**config.mk**
```make
export PLATFORM = sky130hd
export DESIGN_NAME = port_arbiter
export DESIGN_NICKNAME = d
export VERILOG_FILES = /design/src/rtl/port_arbiter_pkg.sv /design/src/rtl/port_arbiter_rr_pick.sv /design/src/rtl/port_arbiter.sv
export SDC_FILE = /design/constraint.sdc
export NUM_CORES = 1
export LEC_CHECK = 0
export ABC_AREA = 1
export CORE_MARGIN = 1.5
export CORE_UTILIZATION = 60
export CTS_CLUSTER_SIZE = 24
export DETAILED_ROUTE_END_ITERATION = 10
export PLACE_DENSITY = 0.91
export SYNTH_ARGS = -nofsm -noshare
export SYNTH_HDL_FRONTEND = slang
export SYNTH_HIERARCHICAL = 1
export SYNTH_SLANG_ARGS = --single-unit
```
**constraint.sdc**
```tcl
create_clock -name clk -period 9.95 [get_ports clk]
set_input_delay 0.995 -clock clk [delete_from_list [all_inputs] [get_ports clk]]
set_output_delay 0.995 -clock clk [all_outputs]
set_load 0.05 [all_outputs]
```
**src/rtl/port_arbiter_pkg.sv**
```systemverilog
// Shared router constants: requester bit order, port count and grant watchdog limit.
// Imported by the output-port arbiter and the output controller.
package port_arbiter_pkg;

  localparam int ROUTER_N_REQ    = 5;
  localparam int ROUTER_WDOG_MAX = 3;

  typedef enum logic [2:0] {
    REQ_PE = 3'd0,
    REQ_S  = 3'd1,
    REQ_N  = 3'd2,
    REQ_E  = 3'd3,
    REQ_W  = 3'd4
  } req_idx_e;

  // Round-robin successor of a granted index.
  function automatic int rr_next(input int idx, input int n);
    return (idx + 1 >= n) ? 0 : idx + 1;
  endfunction

endpackage

```
**src/rtl/port_arbiter_rr_pick.sv**
```systemverilog
// Round-robin pick: first set req bit at or above ptr, wrapping to bit 0.
// Purely combinational; returns a one-hot grant and its index.
module rr_pick #(
  parameter int N  = 5,
  parameter int PW = 3
) (
  input  logic [N-1:0]  req,
  input  logic [PW-1:0] ptr,
  output logic [N-1:0]  gnt,
  output logic [PW-1:0] idx
);

  always_comb begin
    logic          found;
    int            jj;
    logic [PW-1:0] j;
    gnt   = '0;
    idx   = '0;
    found = 1'b0;
    jj    = 0;
    j     = '0;
    for (int i = 0; i < N; i++) begin
      jj = int'(ptr) + i;
      if (jj >= N) jj = jj - N;
      j = jj[PW-1:0];
      if (!found && req[j]) begin
        found  = 1'b1;
        gnt[j] = 1'b1;
        idx    = j;
      end
    end
  end

endmodule

```
**src/rtl/port_arbiter.sv**
```systemverilog
// Output-port arbiter with independent even/odd channels: comb one-hot grant, one grant
// outstanding per channel until its clear returns on the opposite polarity; watchdog + sticky err.
module port_arbiter
  import port_arbiter_pkg::*;
#(
  parameter int N_REQ    = ROUTER_N_REQ,
  parameter int WDOG_MAX = ROUTER_WDOG_MAX
) (
  input  logic             clk,
  input  logic             reset,
  input  logic             polarity,
  input  logic [N_REQ-1:0] req,
  input  logic             out_empty,
  input  logic [N_REQ-1:0] clear_in,
  output logic [N_REQ-1:0] grant,
  output logic             busy_even,
  output logic             busy_odd,
  output logic             err
);

  localparam int PW = $clog2(N_REQ);
  localparam int WW = $clog2(WDOG_MAX + 1);
  localparam logic [WW-1:0] WD_MAX  = WW'(WDOG_MAX);
  localparam logic [WW-1:0] WD_LAST = WW'(WDOG_MAX - 1);

  logic [PW-1:0]    ptr_q   [2];
  logic [PW-1:0]    ptr_d   [2];
  logic [1:0]       pend_q, pend_d;
  logic [N_REQ-1:0] lastg_q [2];
  logic [N_REQ-1:0] lastg_d [2];
  logic [WW-1:0]    wd_q    [2];
  logic [WW-1:0]    wd_d    [2];
  logic             err_q, err_d;

  logic             cur, oth;
  logic [1:0]       ack;
  logic             grant_en;
  logic [N_REQ-1:0] pick_gnt;
  logic [PW-1:0]    pick_idx;

  assign cur = polarity;
  assign oth = ~polarity;

  rr_pick #(
    .N  (N_REQ),
    .PW (PW)
  ) u_rr_pick (
    .req (req),
    .ptr (ptr_q[cur]),
    .gnt (pick_gnt),
    .idx (pick_idx)
  );

  assign grant_en  = reset && out_empty && !pend_q[cur] && (req != '0);
  assign grant     = grant_en ? pick_gnt : '0;
  assign busy_even = pend_q[0];
  assign busy_odd  = pend_q[1];
  assign err       = err_q;

  always_comb begin
    ptr_d   = ptr_q;
    pend_d  = pend_q;
    lastg_d = lastg_q;
    wd_d    = wd_q;
    err_d   = err_q;
    ack     = '0;

    // A clear always answers the grant made on the previous (opposite) polarity.
    if (clear_in != '0) begin
      if (pend_q[oth] && (clear_in == lastg_q[oth])) begin
        ack[oth]    = 1'b1;
        pend_d[oth] = 1'b0;
        wd_d[oth]   = '0;
      end else begin
        err_d = 1'b1;
      end
    end

    for (int c = 0; c < 2; c++) begin
      if (pend_q[c] && !ack[c]) begin
        if (wd_q[c] != WD_MAX) wd_d[c] = wd_q[c] + WW'(1);
        if (wd_q[c] >= WD_LAST) err_d = 1'b1;
      end
    end

    if (grant_en) begin
      pend_d[cur]  = 1'b1;
      lastg_d[cur] = pick_gnt;
      wd_d[cur]    = '0;
      ptr_d[cur]   = PW'(rr_next(int'(pick_idx), N_REQ));
    end
  end

  always_ff @(posedge clk) begin
    if (!reset) begin
      ptr_q   <= '{default: '0};
      pend_q  <= '0;
      lastg_q <= '{default: '0};
      wd_q    <= '{default: '0};
      err_q   <= 1'b0;
    end else begin
      ptr_q   <= ptr_d;
      pend_q  <= pend_d;
      lastg_q <= lastg_d;
      wd_q    <= wd_d;
      err_q   <= err_d;
    end
  end

endmodule

```
==> flow_summary.json, run 1 <==
{
  "dr_total_vias": 2828,
  "skew_ns": 0.0108,
  "finalNetCount": 484,
  "first_global_vias": 2521,
  "hold_viol": 0,
  "regArea_um2": 460,
  "die_h_um": 69.8,
  "final_cell_mix": "nand2_1 (118), nand3_1 (55), nor2_1 (46)",
  "drt-wirelength-per-cell_um": 12.8,
  "tns_ns": 0,
  "pin_count": 22,
  "p_total_uw": 384,
  "synthAdderAreaFrac": 0.0729,
  "ys_warn_count": 6,
  "viasPerCell": 5.59,
  "cp.required_ns": 8.96,
  "async_flop_share": 0,
  "drive_above_1_share": 0.163,
  "first_pass_iters": 5,
  "cts_sinks": 23,
  "drv_slew": 0,
  "place.gp.congestion": 0.989,
  "overflow": 0,
  "finalWirelength_um": 6460,
  "synth_edf_count": 0,
  "post_cts_buffers": 0,
  "timing.final.crit_share": 0.666,
  "layout_setup_ws_ns": 3.32,
  "critical-path-max-stage-delay_ns": 0.86,
  "muxShareOfSynthArea": 0,
  "cpMostUsedCell": "inv_1",
  "crit_chain": "clkdlybuf4s50_1 -> nand2_1 -> o21ai_1 -> buf_4 -> inv_4 -> ha_1 -> inv_1 -> fa_1 -> inv_1 -> o21ai_0 -> and2_1 -> nor2_1 -> nand3_1 -> nand2_1 -> nor2_1 -> inv_1 -> nand3_4 -> nor2_8 -> nand3_1 -> nand3_1 -> inv_1 -> nor2_1 -> clkdlybuf4s50_1",
  "start_util": 0.619,
  "status": "complete, no violations",
  "synth_top_area_share": 0.172,
  "syn2layout_area_growth_pct": 10.4,
  "start_kind": "primary input",
  "synth_xor_area_frac": 0.0201,
  "synth_area_leaders": "dfxtp_1 (17%), nand2_1 (17%), nand3_1 (10%)",
  "pre_cts_ws_ns": 3.39,
  "hold_buffers": 0,
  "cts-buffers-inserted": 3,
  "syn_avg_cell_area_um2": 6.15,
  "fillers": 378,
  "clock-root-buffer": "clkbuf_8",
  "fin_cells": 506,
  "portBuffers": 21,
  "fp.coreArea_mm2": 0.00432,
  "synth_area_leader_cell": "dfxtp_1",
  "die_area_mm2": 0.00487,
  "synth_top_family_by_area": "simple AND/OR/NAND/NOR gates",
  "mostFrequentLayoutCell": "nand2_1",
  "dpl.cell_count": 502,
  "hpwlAfterDp_um": 5220,
  "setup_viol": 0,
  "relSlewSlack": 0.592,
  "syn-num-nets": 464,
  "cp_max_fo": 17,
  "cts_buffer_depth": 2,
  "grtUsageTotal": 0.270,
  "path_class": "primary input to output port",
  "ctsResizeCount": 0,
  "grt_max_degree": 18,
  "rsz0062_at_grt": "no",
  "cts_tree": "done",
  "r2r_cells": 27,
  "netlist_area_mm2": 0.00268,
  "irDropWorstVdd_mv": 0.0759,
  "synthFlopType": "dfxtp_1",
  "fp.dieW_um": 69.8,
  "n_antenna_cell": 0,
  "powerDensity_mw_per_mm2": 130,
  "multi_input_area_mm2": 0.00194,
  "antenna_found_initial": 0,
  "cp-end-kind": "output port",
  "path_clk_slew_ns": 0.07,
  "cp.arrival_ns": 5.63,
  "drc": 0,
  "hold_path.class": "flop to flop",
  "seq_area_frac_synth": 0.172,
  "drv_cap": 0,
  "insertion_delay_ns": 0.26,
  "leakage_nw": 1.45,
  "ys_ff_latch": 23,
  "drt_iter0_drc": 290,
  "cts-htree-levels": 1,
  "slowest_stage": "clkdlybuf4s50_1",
  "tightest_slew_ns": 0.610,
  "synth-compound-area-share": 0.0846,
  "rows": 24,
  "clock.fmax_ghz": 0.151,
  "fin_crit_ns": 6.63,
  "worstHoldPathCells": 2,
  "ant_nets": 0,
  "grt_pass1_wl_um": 11100,
  "synth_cell_types": 39,
  "synth-simple-area-share": 0.548,
  "synth_cells": 435
}
worst max-delay path: cells and delay by family:
family          cells  cell delay, ns
fa+ha+maj           2            0.62
buf+inv             8            2.36
compound gates      2            0.16
simple gates       11            1.49
flip-flops by register name (all words and copies together), names as in the netlist:
signal and cells:
wd_q 4, err 1, lastg_q 10, ptr_q 6
pend_q 2
power breakdown:
| group | total (mW) | internal (mW) | switching, mW |
|---|---|---|---|
| sequential | 0.102 | 0.0981 | 0.00349 |
| clock | 0.0565 | 0.0285 | 0.0279 |
| combinational | 0.226 | 0.0727 | 0.153 |
| total | 0.384 | 0.199 | 0.184 |
cells by family after synthesis:
logic type      Yosys count
xor+xnor                  4
simple gates            289
fa+ha+maj                15
compound gates           39
flops                    23
buf+inv                  65
Yosys cell counts, drive strengths merged (3+ instances only):
master and number:
xor2 3, a21oi 14, o22ai 4, dfxtp 23, nor2 55, nand2 142, ha 14, o21ai 18
nor3 5, inv 57, nand4 13, or2 5, buf 7, nand3 66
cell type report:
type,instances,share of cell area
clock buffer,4,0.0152
inverter,57,0.0732
multi-input combinational,347,0.657
sequential,23,0.156
tap,52,0.0220
timing repair buffer,23,0.0762
stage by stage:
stage               hold slack (ns)   util  instance area [um^2]
finish                        0.462  0.683                  2960
global route                  0.500  0.683                  2960
CTS                           0.469  0.683                  2960
detailed placement            0.460  0.673                  2910
global placement              0.452  0.673                  2910
floorplan                     0.424      -                  2680
worst paths after layout:
kind                                from       end  slack (ns)
worst min-delay path            ptr_q[5]  ptr_q[5]        0.46
worst min register to register  ptr_q[5]  ptr_q[5]        0.46
worst max-delay path            polarity  grant[0]        3.32
worst max register to register  ptr_q[0]  ptr_q[4]        5.95
routing by layer:
metal  track usage  vias up  wire length [um]  share of wire
met5             0        -                 0              0
met4        0.0427        0                49         0.0076
met3        0.0378        6               445          0.069
met2         0.435      118              2970           0.46
met1         0.391     1264              3000           0.46
li1              -     1440                 -              -
Note: power is estimated with default switching activity, not from simulation.
==> run 2, diff against run 1 <==
- CORE_UTILIZATION: 60 -> 59
- PLACE_DENSITY: 0.91 -> 0.9
- clock period: 9.95 -> 6.2 ns (I/O delays scaled with it)
==> run 2 against run 1 <==
- sequential cell count is the same
- non-clock buffer count unchanged
- global-route usage increased by 0.58 points
- critical endpoint is now grant[4]
==> flow_summary.json, run 2 (same netlist as run 1, synthesis figures left out) <==
{
  "pin_count": 22,
  "first_pass_iters": 5,
  "clock-root-buffer": "clkbuf_8",
  "grt_pass1_wl_um": 11400,
  "relSlewSlack": 0.586,
  "mostFrequentLayoutCell": "nand2_1",
  "cts-buffers-inserted": 3,
  "cp-end-kind": "output port",
  "die_area_mm2": 0.00495,
  "finalNetCount": 484,
  "fp.coreArea_mm2": 0.00435,
  "drc": 0,
  "drive_above_1_share": 0.176,
  "cp.required_ns": 5.58,
  "fin_cells": 506,
  "post_cts_buffers": 0,
  "syn2layout_area_growth_pct": 10.0,
  "cp_max_fo": 17,
  "dr_total_vias": 2854,
  "drt_iter0_drc": 329,
  "cp.arrival_ns": 4.54,
  "irDropWorstVdd_mv": 0.123,
  "cts_tree": "done",
  "grt_max_degree": 18,
  "timing.final.crit_share": 0.832,
  "skew_ns": 0.00177,
  "tightest_slew_ns": 0.618,
  "insertion_delay_ns": 0.26,
  "viasPerCell": 5.64,
  "tns_ns": 0,
  "drt-wirelength-per-cell_um": 13.1,
  "top_regs": "lastg_q (10), ptr_q (6), wd_q (4)",
  "first_global_vias": 2579,
  "hold_viol": 0,
  "leakage_nw": 1.46,
  "cts-htree-levels": 1,
  "path_class": "primary input to output port",
  "status": "complete, no violations",
  "rows": 24,
  "clock.fmax_ghz": 0.194,
  "rsz0062_at_grt": "no",
  "hpwlAfterDp_um": 5280,
  "n_antenna_cell": 0,
  "start_kind": "primary input",
  "largest_register_ffs": 10,
  "stdcell_area_mm2": 0.00294,
  "hold_path.class": "flop to flop",
  "portBuffers": 21,
  "drv_cap": 0,
  "ant_nets": 0,
  "ctsResizeCount": 0,
  "final_cell_mix": "nand2_1 (118), nand3_1 (55), nor2_1 (46)",
  "cts_sinks": 23,
  "largest_register": "lastg_q",
  "hold_buffers": 0,
  "setup_viol": 0,
  "place.gp.congestion": 0.945,
  "layout_setup_ws_ns": 1.04,
  "path_clk_slew_ns": 0.08,
  "cts_buffer_depth": 2,
  "start_util": 0.615,
  "powerDensity_mw_per_mm2": 211,
  "grtUsageTotal": 0.276,
  "drv_slew": 0,
  "antenna_found_initial": 0,
  "pre_cts_ws_ns": 1.06,
  "finalWirelength_um": 6610,
  "overflow": 0,
  "final_util": 0.676,
  "fp.dieW_um": 70.4,
  "dpl.cell_count": 502,
  "fin_crit_ns": 5.16,
  "place_area_mm2": 0.00290,
  "die_h_um": 70.4
}
run 2: cell types whose count changed in the layout (fill, tap and decap cells not counted):
cell             previous run  this run
buf_4                       2         7
clkinv_2                    0         1
clkbuf_1                    1         0
clkdlybuf4s50_1            21        16
run 2: final timing paths:
| path | slack [ns] | cells after the start | from | endpoint |
|---|---|---|---|---|
| max reg2reg | 2.17 | 28 | ptr_q[0] | ptr_q[4] |
| min reg2reg | 0.46 | 2 | ptr_q[5] | ptr_q[5] |
| min | 0.46 | 2 | ptr_q[5] | ptr_q[5] |
| max | 1.04 | 23 | polarity | grant[4] |
run 2: stage by stage:
step | power (mW) | hold slack (ns)
after CTS | 0.616 | 0.454
final | 0.622 | 0.457
after floorplan | 0.448 | 0.424
after global placement | 0.512 | 0.442
after detailed placement | 0.523 | 0.449
after global routing | 0.671 | 0.487
run 2: final cells by class:
type                            instances  area (um^2)
Clock buffer                            3         41.3
Clock inverter                          1         5.00
Fill cell                             366         1410
Inverter                               57          216
Multi-Input combinational cell        347         1940
Sequential cell                        23          460
Tap cell                               52         65.1
Timing Repair Buffer                   23          213
run 2: layer usage:
metal	global-route usage	part of all wire
met3	0.0433	0.071
met1	0.388	0.45
met2	0.447	0.46
met5	0	0
met4	0.0556	0.017
run 2: power breakdown:
group,switching (mW),internal [mW],leakage [nW]
Sequential,0.00587,0.157,0.187
Combinational,0.249,0.116,1.25
Clock,0.0487,0.0449,0.0255
Total,0.303,0.318,1.46
run 2: critical path, cell delays in order:
cell	delay [ns]
clkdlybuf4s50_1	0.83
o21ai_1	0.17
buf_4	0.23
inv_4	0.16
ha_1	0.16
inv_1	0.06
fa_1	0.40
inv_1	0.17
nand2_1	0.13
nand2_1	0.09
nand2_1	0.09
nor2_1	0.19
nand2_1	0.07
nor2_1	0.10
nor2_1	0.08
inv_1	0.09
nand3_4	0.14
nor2_8	0.14
nand2_1	0.09
nand3_1	0.09
inv_1	0.06
nor2_1	0.13
buf_4	0.21
